<file path="config.mk">
export PLATFORM = sky130hd
export DESIGN_NAME = alu_dispatch_flat
export DESIGN_NICKNAME = d
export VERILOG_FILES = /design/src/rtl/alu_pkg.sv /design/src/rtl/alu_dispatch_if.sv /design/src/rtl/alu_regfile.sv /design/src/rtl/alu_dispatch.sv /design/src/flat_wrapper.sv
export SDC_FILE = /design/constraint.sdc
export NUM_CORES = 1
export LEC_CHECK = 0
export BUFFER_PORTS_ARGS = -buffer_cell sky130_fd_sc_hd__buf_2
export CORE_UTILIZATION = 54
export CTS_CLUSTER_SIZE = 40
export DETAILED_ROUTE_END_ITERATION = 10
export GPL_TIMING_DRIVEN = 0
export PLACE_DENSITY = 0.76
export SETUP_SLACK_MARGIN = 0.5
export SLEW_MARGIN = 0
export SYNTH_ARGS = -nofsm -noshare
export SYNTH_HDL_FRONTEND = slang
export SYNTH_SLANG_ARGS = --single-unit
</file>
<file path="constraint.sdc">
create_clock -name clk -period 2.5 [get_ports clk]
set_input_delay 0.5 -clock clk [delete_from_list [all_inputs] [get_ports clk]]
set_output_delay 0.5 -clock clk [all_outputs]
set_load 0.02 [all_outputs]
</file>
<file path="src/rtl/alu_pkg.sv">
// Shared types and field positions for the ALU dispatcher.
// Opcodes, FSM states, instruction field offsets and flag bit indices.
package alu_pkg;

    typedef enum logic [2:0] {
        ALU_ADD = 3'd0,
        ALU_SUB = 3'd1,
        ALU_MUL = 3'd2,
        ALU_DIV = 3'd3,
        OP_LI   = 3'd7
    } op_e;

    typedef enum logic [1:0] {
        S_IDLE,
        S_EXEC,
        S_WB
    } state_e;

    localparam int OP_LSB  = 29;
    localparam int RD_LSB  = 26;
    localparam int RS1_LSB = 23;
    localparam int RS2_LSB = 20;
    localparam int IMM_W   = 20;

    localparam int FLG_Z = 3;
    localparam int FLG_C = 2;
    localparam int FLG_N = 1;
    localparam int FLG_V = 0;

endpackage

</file>
<file path="src/rtl/alu_dispatch_if.sv">
// Instruction handshake between an instruction source and the dispatcher.
interface alu_dispatch_if;
    logic        in_valid;
    logic        in_ready;
    logic [31:0] in_instr;

    modport master (output in_valid, output in_instr, input in_ready);
    modport slave  (input in_valid, input in_instr, output in_ready);
endinterface

</file>
<file path="src/rtl/alu_regfile.sv">
// Register file: two async read ports, one debug port, one sync write port.
// r0 is never written, so it always reads zero.
module alu_regfile #(
    parameter int XLEN  = 64,
    parameter int NREGS = 8,
    parameter int AW    = $clog2(NREGS)
) (
    input  logic            clk,
    input  logic            rst_n,
    input  logic [AW-1:0]   ra1,
    input  logic [AW-1:0]   ra2,
    output logic [XLEN-1:0] rd1,
    output logic [XLEN-1:0] rd2,
    input  logic [AW-1:0]   dbg_idx,
    output logic [XLEN-1:0] dbg_data,
    input  logic            we,
    input  logic [AW-1:0]   wa,
    input  logic [XLEN-1:0] wd
);

    logic [XLEN-1:0] mem [NREGS];

    always_ff @(posedge clk or negedge rst_n) begin
        if (!rst_n) begin
            for (int i = 0; i < NREGS; i++) mem[i] <= '0;
        end else if (we && wa != '0) begin
            mem[wa] <= wd;
        end
    end

    assign rd1      = mem[ra1];
    assign rd2      = mem[ra2];
    assign dbg_data = mem[dbg_idx];

endmodule

</file>
<file path="src/rtl/alu_dispatch.sv">
// Decodes instructions, drives the external ALU, holds operands for the op
// latency, captures result and flags, and writes back to the local regfile.
module alu_dispatch
    import alu_pkg::*;
#(
    parameter int XLEN       = 64,
    parameter int NREGS      = 8,
    parameter int MULDIV_LAT = 4
) (
    input  logic             clk,
    input  logic             rst_n,
    alu_dispatch_if.slave    in_if,
    output logic [XLEN-1:0]  alu_a,
    output logic [XLEN-1:0]  alu_b,
    output logic [2:0]       alu_op,
    input  logic [XLEN-1:0]  alu_c,
    input  logic             alu_fz,
    input  logic             alu_fc,
    input  logic             alu_fn,
    input  logic             alu_fv,
    output logic             wb_valid,
    output logic [2:0]       wb_rd,
    output logic [XLEN-1:0]  wb_data,
    output logic [3:0]       flags_q,
    output logic             err_illegal,
    output logic             err_div0,
    input  logic [2:0]       dbg_idx,
    output logic [XLEN-1:0]  dbg_data
);

    localparam logic [3:0] MD_CNT = 4'(MULDIV_LAT - 1);
    localparam logic [3:0] DIV0_FLG = 4'((1 << FLG_N) | (1 << FLG_V));

    state_e          state_q, state_d;
    logic [3:0]      cnt_q;
    logic [2:0]      rd_q;
    logic [XLEN-1:0] res_q;
    logic [3:0]      flg_q;
    logic            div0_q;
    logic            li_q;
    logic            ill_q;

    logic [2:0]      op, rd, rs1, rs2;
    logic [19:0]     imm;
    logic [XLEN-1:0] rv1, rv2;
    logic [3:0]      alu_flg;
    logic            accept, is_alu, is_li, is_ill;

    assign op  = in_if.in_instr[OP_LSB +: 3];
    assign rd  = in_if.in_instr[RD_LSB +: 3];
    assign rs1 = in_if.in_instr[RS1_LSB +: 3];
    assign rs2 = in_if.in_instr[RS2_LSB +: 3];
    assign imm = in_if.in_instr[IMM_W-1:0];

    assign in_if.in_ready = (state_q == S_IDLE);
    assign accept = in_if.in_valid & in_if.in_ready;

    always_comb begin
        alu_flg        = '0;
        alu_flg[FLG_Z] = alu_fz;
        alu_flg[FLG_C] = alu_fc;
        alu_flg[FLG_N] = alu_fn;
        alu_flg[FLG_V] = alu_fv;
    end

    always_comb begin
        is_alu = 1'b0;
        is_li  = 1'b0;
        is_ill = 1'b0;
        unique case (1'b1)
            (op == OP_LI): is_li  = 1'b1;
            (!op[2]):      is_alu = 1'b1;
            default:       is_ill = 1'b1;
        endcase
    end

    always_ff @(posedge clk or negedge rst_n) begin
        if (!rst_n) state_q <= S_IDLE;
        else        state_q <= state_d;
    end

    always_comb begin
        state_d = state_q;
        unique case (state_q)
            S_IDLE: begin
                if (accept && is_li)  state_d = S_WB;
                if (accept && is_alu) state_d = S_EXEC;
            end
            S_EXEC:  if (cnt_q == 4'd0) state_d = S_WB;
            S_WB:    state_d = S_IDLE;
            default: state_d = S_IDLE;
        endcase
    end

    always_ff @(posedge clk or negedge rst_n) begin
        if (!rst_n) begin
            alu_a   <= '0;
            alu_b   <= '0;
            alu_op  <= '0;
            cnt_q   <= '0;
            rd_q    <= '0;
            res_q   <= '0;
            flg_q   <= '0;
            flags_q <= '0;
            div0_q  <= 1'b0;
            li_q    <= 1'b0;
            ill_q   <= 1'b0;
        end else begin
            ill_q <= accept & is_ill;
            if (state_q == S_IDLE && accept && is_alu) begin
                alu_a  <= rv1;
                alu_b  <= rv2;
                alu_op <= op;
                cnt_q  <= op[1] ? MD_CNT : 4'd0;
                rd_q   <= rd;
                div0_q <= (op == ALU_DIV) && (rv2 == '0);
                li_q   <= 1'b0;
            end
            if (state_q == S_IDLE && accept && is_li) begin
                rd_q   <= rd;
                res_q  <= {{(XLEN-IMM_W){imm[IMM_W-1]}}, imm};
                div0_q <= 1'b0;
                li_q   <= 1'b1;
            end
            if (state_q == S_EXEC) begin
                if (cnt_q == 4'd0) begin
                    res_q <= div0_q ? '1 : alu_c;
                    flg_q <= div0_q ? DIV0_FLG : alu_flg;
                end else begin
                    cnt_q <= cnt_q - 4'd1;
                end
            end
            if (state_q == S_WB && !li_q) flags_q <= flg_q;
        end
    end

    assign wb_valid    = (state_q == S_WB);
    assign wb_rd       = rd_q;
    assign wb_data     = res_q;
    assign err_div0    = wb_valid & div0_q;
    assign err_illegal = ill_q;

    alu_regfile #(
        .XLEN  (XLEN),
        .NREGS (NREGS)
    ) u_rf (
        .clk      (clk),
        .rst_n    (rst_n),
        .ra1      (rs1),
        .ra2      (rs2),
        .rd1      (rv1),
        .rd2      (rv2),
        .dbg_idx  (dbg_idx),
        .dbg_data (dbg_data),
        .we       (wb_valid),
        .wa       (rd_q),
        .wd       (res_q)
    );

endmodule

</file>
<file path="src/flat_wrapper.sv">
// flat-port wrapper written by rule: the top's interface ports become plain ports
module alu_dispatch_flat import alu_pkg::*;
#(
    parameter int XLEN       = 64,
    parameter int NREGS      = 8,
    parameter int MULDIV_LAT = 4
)
  (clk, rst_n, alu_a, alu_b, alu_op, alu_c, alu_fz, alu_fc, alu_fn, alu_fv, wb_valid, wb_rd, wb_data, flags_q, err_illegal, err_div0, dbg_idx, dbg_data, in_if_in_valid, in_if_in_instr, in_if_in_ready);
  alu_dispatch_if in_if_i ();
  input  logic clk;
  input  logic rst_n;
  output logic [XLEN-1:0] alu_a;
  output logic [XLEN-1:0] alu_b;
  output logic [2:0] alu_op;
  input  logic [XLEN-1:0] alu_c;
  input  logic alu_fz;
  input  logic alu_fc;
  input  logic alu_fn;
  input  logic alu_fv;
  output logic wb_valid;
  output logic [2:0] wb_rd;
  output logic [XLEN-1:0] wb_data;
  output logic [3:0] flags_q;
  output logic err_illegal;
  output logic err_div0;
  input  logic [2:0] dbg_idx;
  output logic [XLEN-1:0] dbg_data;
  input wire logic [$bits(in_if_i.in_valid)-1:0] in_if_in_valid;
  input wire logic [$bits(in_if_i.in_instr)-1:0] in_if_in_instr;
  output wire logic [$bits(in_if_i.in_ready)-1:0] in_if_in_ready;
  assign in_if_i.in_valid = in_if_in_valid;
  assign in_if_i.in_instr = in_if_in_instr;
  assign in_if_in_ready = in_if_i.in_ready;
  alu_dispatch #(.XLEN(XLEN), .NREGS(NREGS), .MULDIV_LAT(MULDIV_LAT)) u_core (.clk(clk), .rst_n(rst_n), .in_if(in_if_i), .alu_a(alu_a), .alu_b(alu_b), .alu_op(alu_op), .alu_c(alu_c), .alu_fz(alu_fz), .alu_fc(alu_fc), .alu_fn(alu_fn), .alu_fv(alu_fv), .wb_valid(wb_valid), .wb_rd(wb_rd), .wb_data(wb_data), .flags_q(flags_q), .err_illegal(err_illegal), .err_div0(err_div0), .dbg_idx(dbg_idx), .dbg_data(dbg_data));
endmodule
</file>
==> results of run 1 <==
==> layout make-up <==
cell class / instances / area (um2)
Fill cell: 4250 / 19600
Inverter: 5 / 23.8
Antenna cell: 3 / 7.51
Sequential cell: 727 / 18200
Clock inverter: 25 / 298
Clock buffer: 113 / 2330
Multi-Input combinational cell: 1629 / 19400
Timing Repair Buffer: 796 / 5780
Buffer: 271 / 2190
Tap cell: 931 / 1160
==> power breakdown <==
group,internal (mW),switching (mW)
clock network,7.08,5.02
logic,14.6,13.2
registers,16.9,5.11
==> what timing repair did <==
item                                   in CTS  in global routing
endpoints found under the hold margin       5                105
pin swaps                                  10                 17
setup endpoints to repair                 966                887
buffers inserted                          320                 92
gates resized for setup                   344                319
cloned                                      0                  9
==> worst reg2reg max path, stage by stage (launching register included) <==
cell     delay [ps]
dfrtp_1         390
buf_4           150
mux4_2          480
mux2i_2         330
nand4_1         320
nor4_2          310
nand4_1         250
o21ai_1         200
==> worst paths after layout <==
path	startpoint	endpoint	depth (start not counted)
max	u_core.u_rf.mem[279]	dbg_data[23]	3
min	rst_n	u_core.alu_a[58]	1
max reg2reg	u_core.u_rf.mem[197]	u_core.div0_q	7
min reg2reg	u_core.alu_op[0]	u_core.alu_op[0]	2
max in group asynchronous	rst_n	u_core.alu_b[27]	4
min in group clk	in_if_in_instr[26]	u_core.wb_rd[0]	2
==> sequential cells by signal, indices dropped and copies added (netlist names) <==
name	count
u_core.u_rf.mem	512
u_core.err_illegal	1
u_core.state_q	2
u_core.flags_q	4
u_core.li_q	1
u_core.div0_q	1
u_core.alu_a	64
u_core.cnt_q	4
u_core.wb_rd	3
u_core.alu_b	64
u_core.alu_op	3
u_core.flg_q	4
u_core.wb_data	64
==> kinds of logic (layout without fill, tap and decap cells) <==
kind of cell             count (synthesis)  count (layout)
AND/OR/NAND/NOR                        367             367
buffers and inverters                  277            1210
multiplexers                          1033            1033
AO/OA/AOI/OAI                          228             228
other                                    0               3
flip-flops                             727             727
adder cells (fa/ha/maj)                  1               1
==> layer usage <==
metal	GRT usage, %	part of all wire, %	vias to the layer above
met4	24.8	7.4	2
met3	12.3	13	639
met2	58.3	46	2344
li1	-	-	11700
met5	0	0.0079	-
met1	47.2	34	15500
==> cell usage in the layout (no fill, tap or decap), types with 89 or more instances in the layout <==
cell / n
nand2_1: 114
mux2i_1: 116
buf_4: 428
dfrtp_1: 718
a21oi_1: 129
buf_6: 103
mux2_2: 460
clkbuf_16: 89
mux4_2: 371
buf_2: 328
nor2_1: 133
==> results by group, run 1 <==
Run status
  • Status: finished, violations left
  • Failing checks: negative hold slack, negative setup slack

Placement
  • Placed Cells: 3937
  • GPL Wtd Cong: 0.931
  • Port Buffer Count: 367
  • DPL Wire Length: 87500 um
  • Dpl cell area: 0.0416 mm2
  • DP Worst Slack: -1340 ps

Setup path
  • Reg2Reg Setup Slack: -10 ps
  • CP arrival: 2050 ps
  • CP required: 2000 ps
  • Kind of critical path: register to output pin
  • Critical Path Fanout Max: 2
  • Worst path max stage delay: 510 ps
  • Worst setup EP type: output pin
  • CP cell instances: mux4_2 -> mux2_4 -> buf_6
  • Bufs and invs on worst path: 1
  • CP Launch Type: register
  • CP top delay family: multiplexers
  • Slowest CP cell: mux4_2

Die
  • Core Area: 0.0689 mm2
  • Std-Cell Rows: 96
  • Die Height: 267 um
  • Die width: 267 um
  • Starting density of the core: 54.8%
  • Die area: 0.0711 mm2
  • Ports: 376

Synth
  • Top FF cell, synth: dfrtp_1
  • Seq cells post-synth: 727
  • Mapped Area: 0.0378 mm2
  • Largest family of logic cells by synthesized area: multiplexers
  • Synth warn: 0
  • Synth async-reset ratio: 100%
  • Post-synthesis simple-gate area fraction: 4.10%
  • Top post-synthesis cells by area: dfrtp_1 (48%), mux4_2 (22%), mux2_2 (16%)
  • Post-synth top cells: dfrtp_1 (727), mux2_2 (524), mux4_2 (371)
  • Post-synthesis compound-gate area fraction: 3.23%
  • Adder-Cell Fraction of Synth Area: 0.0331%
  • Post-Synth XOR/XNOR Area: 0%
  • Multiplexer area fraction after synthesis: 41.4%
  • Syn nets: 2740
  • Dominant cell type by area after synthesis: dfrtp_1
  • Number of synthesized flops with an enable pin: 0
  • Post-synth top area share: 48.1%
  • Distinct cells, synth: 42
  • Sequential share of the synthesized area: 48.1%
  • Syn Area/Cell: 14.4 um2
  • Most common cell in the netlist: dfrtp_1
  • Synthesized instance count: 2633

Final layout
  • Final core utilization: 71.6%
  • Final cell count without fillers: 4500
  • Layout area overhead: 30.7%
  • Fin nets: 3615
  • Share of layout cells above drive strength 1: 60.2%
  • Final instance area: 0.0494 mm2

STA
  • Setup WS post-layout: -49.3 ps
  • Final setup viols: 11
  • Worst Hold Margin: -171 ps
  • Worst Max-Slew Pin Slew: 1080 ps
  • Final TNS setup: -182 ps
  • Final Max Tran Viols: 0
  • Final hold vios: 105
  • FMAX: 392 MHz
  • Crit share post-route: 102%
  • Layout Skew: 25.0 ps
  • Min cycle time layout: 2550 ps
  • RSZ-0062 raised after global routing: yes
  • Worst rel slew slack: 27.7%

Clock tree
  • TritonCTS Sinks: 727
  • Root buffer cell: clkbuf_16
  • Clock slew at reported path FFs: 60 ps
  • Post-CTS Hold Buffers: 2
  • CTS tree: built
  • Clk_lat worst skew: 660 ps
  • CTS Buf Count: 78
  • Clock Tree Buf Depth: 3
  • H-tree Lvls: 3

Global route
  • Vias in the first global route: 30500
  • Largest net degree at the start of global routing: 127
  • Global Route Usage Sum: 38.2%
  • First-pass GRT wire length: 196000 um
  • Grt total ovfl: 0
  • Initial antenna violation count: 3

Detailed routing
  • Drt first-iter violations: 3847
  • ANT nets after route: 0
  • Post-DR wirelength/cell: 31.1 um
  • DR pass1 iterations: 6
  • Routed wire length: 140000 um
  • DR vias: 30200
  • DRC: 0
  • Post-DR vias/cell: 6.72

Power and ir drop
  • Peak supply drop: 779 uV
  • Leakage power: 22.9 nW
  • Design Power: 62.0 mW
  • Pwr dens: 1250 mW/mm2

Worst hold path
  • Min-Delay Path Class: input port to async pin

Flow run
  • Max Cap Violations: 0
Power figures use the tool's default switching activity.
==> run 2, diff against run 1 <==
--- a/config.mk
+++ b/config.mk
@@ -5,7 +5,7 @@
 export SDC_FILE = /design/constraint.sdc
 export NUM_CORES = 1
 export LEC_CHECK = 0
-export BUFFER_PORTS_ARGS = -buffer_cell sky130_fd_sc_hd__buf_2
+export BUFFER_PORTS_ARGS = -buffer_cell sky130_fd_sc_hd__buf_4
 export CORE_UTILIZATION = 54
 export CTS_CLUSTER_SIZE = 40
 export DETAILED_ROUTE_END_ITERATION = 10
==> results by group, run 2 (synthesized netlist as in run 1, its figures left out) <==
Run status
  • Status: finished, violations left
  • Failing checks: negative setup slack

Worst hold path
  • Min-Delay Path Class: input port to register
  • Hold_sp: in_if_in_instr[29]
  • Min-Delay Endpoint: u_core.err_illegal
  • Hold depth: 2

Final layout
  • Fin nets: 3593 (-0.61%)
  • Share of layout cells above drive strength 1: 59.5% (-0.72 points)
  • Most frequent cells in the layout: dfrtp_1 (722), buf_4 (696), mux2_2 (420)
  • Most flops, register: u_core.u_rf.mem
  • Largest register FFs: 512 (unchanged)
  • Most common cell after layout, fill and taps aside: dfrtp_1
  • Final instance area: 0.0504 mm2 (+2.0%)
  • Layout area overhead: 33.3%

Detailed routing
  • Drt first-iter violations: 3867 (+0.52%)
  • Routed wire length: 140000 um (+0.35%)
  • ANT nets after route: 0 (unchanged)
  • DR pass1 iterations: 5 (-1)
  • DR vias: 29900 (-1.1%)
  • DRC: 0 (unchanged)
  • Post-DR vias/cell: 6.68 (-0.54%)
  • Post-DR wirelength/cell: 31.4 um (+0.89%)

Power and ir drop
  • Pwr dens: 1250 mW/mm2 (about the same)
  • Design Power: 63.2 mW (+2.0%)
  • Leakage power: 23.1 nW (+1.1%)
  • Peak supply drop: 759 uV (-2.5%)

STA
  • Final Max Tran Viols: 0 (unchanged)
  • RSZ-0062 raised after global routing: yes
  • Final setup viols: 11 (unchanged)
  • Worst Max-Slew Pin Slew: 1170 ps (+84.6 ps)
  • Worst rel slew slack: 22.1% (-5.6 points)
  • Setup WS post-layout: -57.1 ps (-7.82 ps)
  • Min cycle time layout: 2560 ps (+7.82 ps)
  • FMAX: 391 MHz (-0.31%)
  • Final hold vios: 0 (-100%)
  • Crit share post-route: 102% (+0.31 points)
  • Worst Hold Margin: 104 ps (+276 ps)
  • Layout Skew: 30.9 ps (+5.89 ps)

Clock tree
  • Clock slew at reported path FFs: 60 ps (about the same)
  • TritonCTS Sinks: 727 (unchanged)
  • Root buffer cell: clkbuf_16
  • CTS tree: built
  • H-tree Lvls: 3 (unchanged)
  • Clock Tree Buf Depth: 3 (unchanged)
  • CTS Buf Count: 78 (unchanged)
  • Clk_lat worst skew: 660 ps (about the same)

Die
  • Die Height: 267 um (unchanged)
  • Core Area: 0.0689 mm2 (unchanged)
  • Die width: 267 um (unchanged)
  • Std-Cell Rows: 96 (unchanged)
  • Starting density of the core: 54.8% (unchanged)
  • Die area: 0.0711 mm2 (unchanged)
  • Ports: 376 (unchanged)

Flow run
  • Max Cap Violations: 0 (unchanged)

Global route
  • Vias in the first global route: 30400 (-0.24%)
  • Global Route Usage Sum: 38.5% (+0.22 points)
  • Largest net degree at the start of global routing: 128 (+0.79%)
  • Grt total ovfl: 0 (unchanged)
  • First-pass GRT wire length: 198000 um (+0.66%)
  • Initial antenna violation count: 4 (+1)

Placement
  • GPL Wtd Cong: 0.917 (-1.5%)
  • Port Buffer Count: 367 (unchanged)
  • DPL Wire Length: 87900 um (+0.45%)
  • Dpl cell area: 0.0425 mm2 (+2.3%)

Setup path
  • Reg2Reg Setup Slack: -60 ps (-50 ps)
  • CP Launch Type: register
  • Critical R2R Launch: u_core.u_rf.mem[192]
  • Worst r2r path cells: 8 (+1)
  • CP arrival: 3120 ps (+1070 ps)
  • Reg-to-reg endpoint: u_core.div0_q
  • Kind of critical path: register to register
  • Launch point of the worst path: u_core.u_rf.mem[192]
  • Critical Path Fanout Max: 3 (+1)
  • Worst setup EP type: register
  • CP required: 3060 ps (+1060 ps)
run 2: cell type report:
type	count	area [um2]
Buffer	271	2260
Clock inverter	21	382
Inverter	5	28.8
Timing Repair Buffer	774	6480
Antenna cell	5	12.5
Tap cell	931	1160
Clock buffer	113	2260
Sequential cell	727	18200
Fill cell	4222	18600
Multi-Input combinational cell	1629	19600
run 2: worst max-delay path, stage by stage, from the launching register on:
cell     delay (ps)
dfrtp_1         400
buf_4           140
buf_4           140
mux4_2          450
mux2i_1         340
o21ai_0         210
nor4_2          450
nand4_1         180
o21ai_1         160
run 2: worst max-delay path by stage:
stage / endpoint / slack (ps) / depth (start not counted)
floorplan: dbg_data[10] / 380 / 4
global placement: u_core.wb_data[25] / -6870 / 1
detailed placement: u_core.div0_q / -1340 / 10
CTS: dbg_data[3] / -20 / 3
global route: u_core.div0_q / -70 / 7
finish: u_core.div0_q / -60 / 8
run 2: routing by layer:
| layer | up-vias | routed length, um | share of wire [%] | track usage [%] |
|---|---|---|---|---|
| li1 | 11700 | - | - | - |
| met4 | 4 | 10600 | 7.6 | 25.4 |
| met1 | 15400 | 48500 | 35 | 47.4 |
| met3 | 604 | 17200 | 12 | 12.2 |
| met5 | - | 26 | 0.019 | 0 |
| met2 | 2233 | 64000 | 46 | 58.6 |
run 2: stage by stage:
stage | cells | util, % | setup TNS [ps] | worst slack (ps)
2_1_floorplan | 2633 | - | 0 | 382
3_3_place_gp | 3931 | 61.4 | -5157670 | -6870
3_5_place_dp | 3938 | 61.6 | -224520 | -1340
4_1_cts | 4371 | 70.5 | -30.9 | -16.2
5_1_grt | 4471 | 73.0 | -277 | -72.9
6_report | 4476 | 73.1 | -245 | -57.1
run 2: timing repair:
action | 4_1_cts | 5_1_grt
setup endpoints to repair | 710 | 977
hold buffers | 2 | 1
setup buffers | 297 | 87
gates cloned | 1 | 13
pin swaps | 15 | 19
gates resized for setup | 337 | 319
hold endpoints to repair | 37 | 87
run 2: where the power goes:
group	total, mW	switching [mW]	internal [mW]	leakage [nW]
clock network	12.3	4.96	7.30	1.30
logic	28.8	13.2	15.6	12.6
registers	22.2	5.28	16.9	9.24
total	63.2	23.4	39.8	23.1
